--- config.mk ---
export PLATFORM = sky130hd
export DESIGN_NAME = psram_burst_ctrl
export DESIGN_NICKNAME = d
export VERILOG_FILES = /design/src/rtl/psram_pkg.sv /design/src/rtl/psram_cmd_gap_timer.sv /design/src/rtl/psram_burst_ctrl.sv
export SDC_FILE = /design/constraint.sdc
export NUM_CORES = 1
export LEC_CHECK = 0
export ABC_CLOCK_PERIOD_IN_PS = 2900
export CORE_MARGIN = 4
export CORE_UTILIZATION = 39
export DETAILED_ROUTE_END_ITERATION = 10
export GPL_TIMING_DRIVEN = 0
export PLACE_DENSITY = 0.83
export SYNTH_ARGS = -nofsm -noshare
export SYNTH_HDL_FRONTEND = slang
export SYNTH_SLANG_ARGS = --single-unit
--- constraint.sdc ---
create_clock -name xClk -period 2.9 [get_ports xClk]
set_input_delay 0.725 -clock xClk [delete_from_list [all_inputs] [get_ports xClk]]
set_output_delay 0.725 -clock xClk [all_outputs]
set_load 0.02 [all_outputs]
--- src/rtl/psram_pkg.sv ---
// Shared types and constants for the PSRAM burst controller.
// The state enum is also visible on the controller's debug port.
package psram_pkg;

    localparam int NATIVE_BURST_DEF = 16;
    localparam int CMD_GAP_DEF      = 20;

    localparam logic PSRAM_CMD_RD = 1'b0;
    localparam logic PSRAM_CMD_WR = 1'b1;

    typedef enum logic [2:0] {
        ST_IDLE  = 3'd0,
        ST_WAIT  = 3'd1,
        ST_CMD   = 3'd2,
        ST_WDATA = 3'd3,
        ST_RWAIT = 3'd4,
        ST_NEXT  = 3'd5,
        ST_DONE  = 3'd6
    } psram_state_e;

endpackage

--- src/rtl/psram_cmd_gap_timer.sv ---
// Loadable down-counter enforcing the minimum spacing between IP commands.
// Runs independently of the controller state and parks at zero.
module psram_cmd_gap_timer #(
    parameter int WIDTH = 5
) (
    input  logic             clk_i,
    input  logic             rst_ni,
    input  logic             load_i,
    input  logic [WIDTH-1:0] load_val_i,
    output logic             zero_o
);

    logic [WIDTH-1:0] count_q, count_d;

    always_comb begin
        count_d = count_q;
        if (load_i) begin
            count_d = load_val_i;
        end else if (count_q != '0) begin
            count_d = count_q - 1'b1;
        end
    end

    always_ff @(posedge clk_i or negedge rst_ni) begin
        if (!rst_ni) begin
            count_q <= '0;
        end else begin
            count_q <= count_d;
        end
    end

    assign zero_o = (count_q == '0);

endmodule

--- src/rtl/psram_burst_ctrl.sv ---
// Responder for PSRAM burst requests: splits each burst into fixed-size
// native IP commands and streams words between the IP and the MCU paths.
module psram_burst_ctrl
    import psram_pkg::*;
#(
    parameter int NATIVE_BURST = NATIVE_BURST_DEF,
    parameter int CMD_GAP      = CMD_GAP_DEF,
    parameter int IP_ADDR_W    = 21
) (
    input  logic                 xClk,
    input  logic                 xResetN,
    input  logic                 xPsramReqRead,
    input  logic                 xPsramReqWrite,
    input  logic [31:0]          xMemAddress,
    input  logic [10:0]          xBurstLength,
    output logic                 xPsramReady,
    output logic                 xPsramDone,
    input  logic [31:0]          xWrData,
    input  logic [11:0]          xWrCount,
    output logic                 xWrReady,
    output logic [31:0]          xRdData,
    output logic                 xRdValid,
    output logic                 xIpCmdEn,
    output logic                 xIpCmd,
    output logic [IP_ADDR_W-1:0] xIpAddr,
    output logic [31:0]          xIpWrData,
    output logic [3:0]           xIpDataMask,
    input  logic [31:0]          xIpRdData,
    input  logic                 xIpRdValid,
    input  logic                 xIpCalibDone,
    output logic [2:0]           xDbgState
);

    localparam int BEAT_W = $clog2(NATIVE_BURST) + 1;
    localparam int GAP_W  = $clog2(CMD_GAP) + 1;

    localparam logic [11:0]          NB12      = 12'(NATIVE_BURST);
    localparam logic [GAP_W-1:0]     GAP_LOAD  = GAP_W'(CMD_GAP - 1);
    localparam logic [IP_ADDR_W-1:0] ADDR_STEP = IP_ADDR_W'(NATIVE_BURST);
    localparam logic [BEAT_W-1:0]    LAST_BEAT = BEAT_W'(NATIVE_BURST - 1);

    psram_state_e         state_q, state_d;
    logic                 dir_q, dir_d;
    logic [IP_ADDR_W-1:0] addr_q, addr_d;
    logic [10:0]          rem_q, rem_d;
    logic [BEAT_W-1:0]    beat_q, beat_d;
    logic                 calib_q;

    logic        ready_w;
    logic        gap_load;
    logic        gap_zero;
    logic [11:0] rem_ext;
    logic [11:0] chunk;
    logic        word_real;
    logic        unused_addr_hi;

    // Upper request address bits lie outside the IP word space.
    assign unused_addr_hi = ^xMemAddress[31:IP_ADDR_W];

    assign rem_ext   = {1'b0, rem_q};
    assign chunk     = (rem_ext < NB12) ? rem_ext : NB12;
    assign word_real = (12'(beat_q) < rem_ext);
    assign ready_w   = (state_q == ST_IDLE) && calib_q;
    assign xDbgState = state_q;

    psram_cmd_gap_timer #(
        .WIDTH (GAP_W)
    ) u_gap_timer (
        .clk_i      (xClk),
        .rst_ni     (xResetN),
        .load_i     (gap_load),
        .load_val_i (GAP_LOAD),
        .zero_o     (gap_zero)
    );

    // Handshakes: a request is taken in the cycle it meets xPsramReady high;
    // xWrReady pops the show-ahead FIFO head in the cycle it is high;
    // xRdValid marks xRdData for exactly one cycle with no backpressure.
    always_comb begin
        state_d     = state_q;
        dir_d       = dir_q;
        addr_d      = addr_q;
        rem_d       = rem_q;
        beat_d      = beat_q;
        gap_load    = 1'b0;
        xPsramReady = ready_w;
        xPsramDone  = 1'b0;
        xWrReady    = 1'b0;
        xRdValid    = 1'b0;
        xRdData     = '0;
        xIpCmdEn    = 1'b0;
        xIpCmd      = 1'b0;
        xIpAddr     = '0;
        xIpWrData   = '0;
        xIpDataMask = 4'h0;

        case (state_q)
            ST_IDLE: begin
                if (ready_w && (xPsramReqRead || xPsramReqWrite)) begin
                    dir_d   = xPsramReqWrite ? PSRAM_CMD_WR : PSRAM_CMD_RD;
                    addr_d  = xMemAddress[IP_ADDR_W-1:0];
                    rem_d   = xBurstLength;
                    beat_d  = '0;
                    state_d = (xBurstLength == '0) ? ST_DONE : ST_WAIT;
                end
            end

            ST_WAIT: begin
                if (gap_zero && ((dir_q == PSRAM_CMD_RD) || (xWrCount >= chunk))) begin
                    state_d = ST_CMD;
                end
            end

            ST_CMD: begin
                xIpCmdEn = 1'b1;
                xIpCmd   = dir_q;
                xIpAddr  = addr_q;
                gap_load = 1'b1;
                if (dir_q == PSRAM_CMD_WR) begin
                    xIpWrData   = xWrData;
                    xWrReady    = word_real;
                    xIpDataMask = word_real ? 4'h0 : 4'hF;
                    beat_d      = beat_q + 1'b1;
                    state_d     = (beat_q == LAST_BEAT) ? ST_NEXT : ST_WDATA;
                end else begin
                    beat_d  = '0;
                    state_d = ST_RWAIT;
                end
            end

            ST_WDATA: begin
                xIpWrData   = xWrData;
                xWrReady    = word_real;
                xIpDataMask = word_real ? 4'h0 : 4'hF;
                beat_d      = beat_q + 1'b1;
                if (beat_q == LAST_BEAT) begin
                    state_d = ST_NEXT;
                end
            end

            ST_RWAIT: begin
                if (xIpRdValid) begin
                    xRdValid = word_real;
                    xRdData  = word_real ? xIpRdData : '0;
                    beat_d   = beat_q + 1'b1;
                    if (beat_q == LAST_BEAT) begin
                        state_d = ST_NEXT;
                    end
                end
            end

            ST_NEXT: begin
                rem_d   = rem_q - chunk[10:0];
                addr_d  = addr_q + ADDR_STEP;
                beat_d  = '0;
                state_d = (rem_q == chunk[10:0]) ? ST_DONE : ST_WAIT;
            end

            ST_DONE: begin
                xPsramDone = 1'b1;
                state_d    = ST_IDLE;
            end

            default: begin
                state_d = ST_IDLE;
            end
        endcase
    end

    always_ff @(posedge xClk or negedge xResetN) begin
        if (!xResetN) begin
            state_q <= ST_IDLE;
            dir_q   <= PSRAM_CMD_RD;
            addr_q  <= '0;
            rem_q   <= '0;
            beat_q  <= '0;
            calib_q <= 1'b0;
        end else begin
            state_q <= state_d;
            dir_q   <= dir_d;
            addr_q  <= addr_d;
            rem_q   <= rem_d;
            beat_q  <= beat_d;
            calib_q <= xIpCalibDone;
        end
    end

endmodule

==> results.json <==
{
  "dieHeight_um": 107,
  "ioPinCount": 223,
  "drt_iter0_drc": 214,
  "syn_inst": 476,
  "required_ns": 2.17,
  "design_power_total_mw": 4.51,
  "area_delta_synth_final_pct": 64.8,
  "slowest_delay_ns": 0.46,
  "root_buffer": "clkbuf_8",
  "yosys_warnings": 0,
  "async_reset_ff_frac": 1.00,
  "diodes": 0,
  "fin_skew_ns": 0.0131,
  "dp_cells": 823,
  "vias_per_cell": 5.24,
  "htreeDepth": 2,
  "holdBufCountCts": 0,
  "grt_pass1_wl_um": 22100,
  "start_util": 0.406,
  "worst_slew_pin_slew_ns": 0.880,
  "grt_antenna_before_repair": 0,
  "failed_checks": "negative setup slack",
  "nets": 858,
  "min_path_type": "in2async",
  "crit_path_start_kind": "register",
  "core_area_um2": 9370,
  "finalInstanceArea_um2": 6260,
  "fmax_mhz": 343,
  "grt_start_max_net_pins": 37,
  "wirelength_um": 13900,
  "arrival_ns": 2.19,
  "leakagePower_nw": 2.98,
  "fin_util": 0.668,
  "cts_buffer_depth": 2,
  "dieWidth_um": 107,
  "synth_seq_cells": 48,
  "numCtsBuffers": 5,
  "hold_viol_final": 0,
  "setup_ws_ns": -0.0158,
  "worst-path-max-fanout": 10,
  "postRouteAntennaNets": 0,
  "die-area_um2": 11400,
  "routed.top_layer": "met4",
  "slew_headroom": 0.410,
  "drc": 0,
  "stdcell_count": 842,
  "grt_overflow": 0,
  "final.period_utilization": 1.01,
  "row_count": 35,
  "maxCapViolCount": 0,
  "p_per_area_nw_per_um2": 720,
  "syn_avg_cell_area_um2": 7.99,
  "gp_congestion": 0.885,
  "synth_area_um2": 3800,
  "crit_chain": "nor3_4 -> and2_1 -> buf_2 -> nor2_1 -> nor2_2 -> buf_4 -> buf_4 -> a21boi_2 -> buf_4",
  "place.port_buffers": 211,
  "synth_edf_count": 0,
  "place_ws_ns": -0.686,
  "ys.flop_type": "dfrtp_1",
  "wl_met2_um": 7130,
  "crit_slowest_cell": "dfrtp_2",
  "worstSkewPairLatency_ns": 0.31,
  "fin_crit_ns": 2.92,
  "path_clk_slew_ns": 0.10,
  "yosysSeqAreaShare": 0.316,
  "drive_gt1_frac": 0.165,
  "met3WireLength_um": 761,
  "num_vias": 4408,
  "dpl_cell_area_um2": 6110,
  "fin_setup_tns_ns": -0.0977,
  "wl_per_cell_um": 16.5,
  "drt_first_pass_iters": 4,
  "rsz0062_at_grt": "yes",
  "whs_ns": 0.295,
  "m1WireLength_um": 5840,
  "worst_setup_path_end_kind": "output port",
  "ys_types": 64,
  "first_global_vias": 4393,
  "dp_hpwl_um": 10900,
  "crit_type": "reg2out",
  "ir_worst_vdd_uv": 382,
  "cts_tree": "yes",
  "crit_top_cell": "buf_4",
  "slew_viol_final": 0,
  "grt.total_usage": 0.236,
  "numClockSinks": 48,
  "status": "complete, but fails checks",
  "finalSetupViolCount": 8
}
-- layout by cell type, fill, tap and decap left out, types with 4 or more instances in the layout --
cell type,instances
inv_1,17
and2_1,57
nor2_1,36
buf_4,28
nor4_1,5
a311oi_1,5
dfrtp_1,45
clkdlybuf4s50_1,116
conb_1,7
a21oi_1,16
nand2b_1,10
clkbuf_4,6
clkbuf_1,7
nand2_1,56
o21ai_1,10
o31ai_1,6
clkdlybuf4s15_2,4
dlygate4sd2_1,35
a21boi_2,10
nand3_1,19
and3_1,7
o21ai_0,10
clkdlybuf4s15_1,13
ha_1,21
a21boi_1,20
clkbuf_2,11
a211oi_1,9
nor3_1,8
a31oi_1,5
buf_2,26
o211ai_1,4
clkbuf_8,6
-- routing by layer --
layer  up-vias  GRT usage
met5         -          0
met4         0     0.0466
met3        15     0.0409
met2       154      0.418
met1      2080      0.303
li1       2159          -
-- Yosys cell counts (2+ instances only) --
master | n | area (µm²)
a211o_1 | 2 | 17.5
a211oi_1 | 9 | 67.6
a21boi_0 | 8 | 60.1
a21boi_1 | 24 | 180
a21o_1 | 2 | 15.0
a21oi_1 | 17 | 85.1
a22oi_1 | 2 | 15.0
a311oi_1 | 5 | 43.8
a31oi_1 | 5 | 31.3
a32oi_1 | 2 | 17.5
and2_1 | 57 | 357
and3_1 | 7 | 43.8
and3b_1 | 2 | 17.5
and4_1 | 3 | 26.3
buf_2 | 8 | 40.0
buf_4 | 3 | 22.5
clkbuf_1 | 19 | 71.3
dfrtp_1 | 48 | 1200
ha_1 | 21 | 263
inv_1 | 18 | 67.6
nand2_1 | 56 | 210
nand2b_1 | 10 | 62.6
nand3_1 | 20 | 100
nor2_1 | 39 | 146
nor3_1 | 11 | 55.1
nor4_1 | 5 | 31.3
o211ai_1 | 4 | 30.0
o21a_1 | 2 | 15.0
o21ai_0 | 10 | 50.1
o21ai_1 | 10 | 50.1
o22ai_1 | 2 | 12.5
o311ai_0 | 3 | 26.3
o31ai_1 | 6 | 45.0
o41ai_1 | 2 | 17.5
or3_1 | 3 | 18.8
or4_1 | 3 | 22.5
-- repair_timing --
item                                    4_1_cts  5_1_grt
resized for setup                           256       49
buffers inserted                             10        3
endpoints found under the setup margin       93       64
pin swaps                                     5        5
endpoints found under the hold margin         0        0
-- kinds of logic after synthesis --
group	Yosys count	share of synthesized area
AO/OA/AOI/OAI	129	0.241
XOR/XNOR	2	0.00461
adder cells (fa/ha/maj)	21	0.0691
buffers and inverters	49	0.0540
flip-flops	48	0.316
multiplexers	1	0.00296
other	1	0.000987
AND/OR/NAND/NOR	225	0.312
-- flip-flops by register name, summed over array words and instances (netlist names) --
| name | flops |
|---|---|
| addr_q | 21 |
| xDbgState | 3 |
| u_gap_timer.count_q | 6 |
| beat_q | 5 |
| rem_q | 11 |
| calib_q | 1 |
| dir_q | 1 |
-- cell type report --
type | instances | area (µm²)
clock buffers | 6 | 82.6
clock inverters | 2 | 13.8
inverters | 18 | 67.6
multi-input cells | 385 | 2520
flip-flops and latches | 48 | 1200
fillers | 854 | 3110
repair buffers | 225 | 2030
plain buffers | 29 | 180
well taps | 129 | 161
-- critical path, delay by kind of cell, from the launching register on --
| family | cells | cell delay [ns] |
|---|---|---|
| compound gates | 1 | 0.08 |
| buf+inv | 4 | 0.70 |
| flops | 1 | 0.46 |
| simple gates | 4 | 0.65 |
-- report_power, final --
part,internal [mW],switching [mW],total [mW],leakage (nW)
logic,1.23,1.57,2.80,2.35
registers,0.966,0.311,1.28,0.575
clock network,0.195,0.236,0.431,0.0516
total,2.39,2.12,4.51,2.98
-- final timing paths --
kind	slack, ns	start	cells after the start	to
min in group xClk	0.47	addr_q[0]$_DFFE_PN0P_	2	addr_q[0]$_DFFE_PN0P_
hold / removal	0.29	xResetN	1	addr_q[14]$_DFFE_PN0P_
max in group asynchronous	2.08	xResetN	2	rem_q[1]$_DFFE_PN0P_
setup / recovery	-0.02	rem_q[6]$_DFFE_PN0P_	9	xRdData[9]
hold reg to reg	0.47	addr_q[0]$_DFFE_PN0P_	2	addr_q[0]$_DFFE_PN0P_
setup reg to reg	0.31	rem_q[8]$_DFFE_PN0P_	9	rem_q[8]$_DFFE_PN0P_
Power figures use the tool's default switching activity.
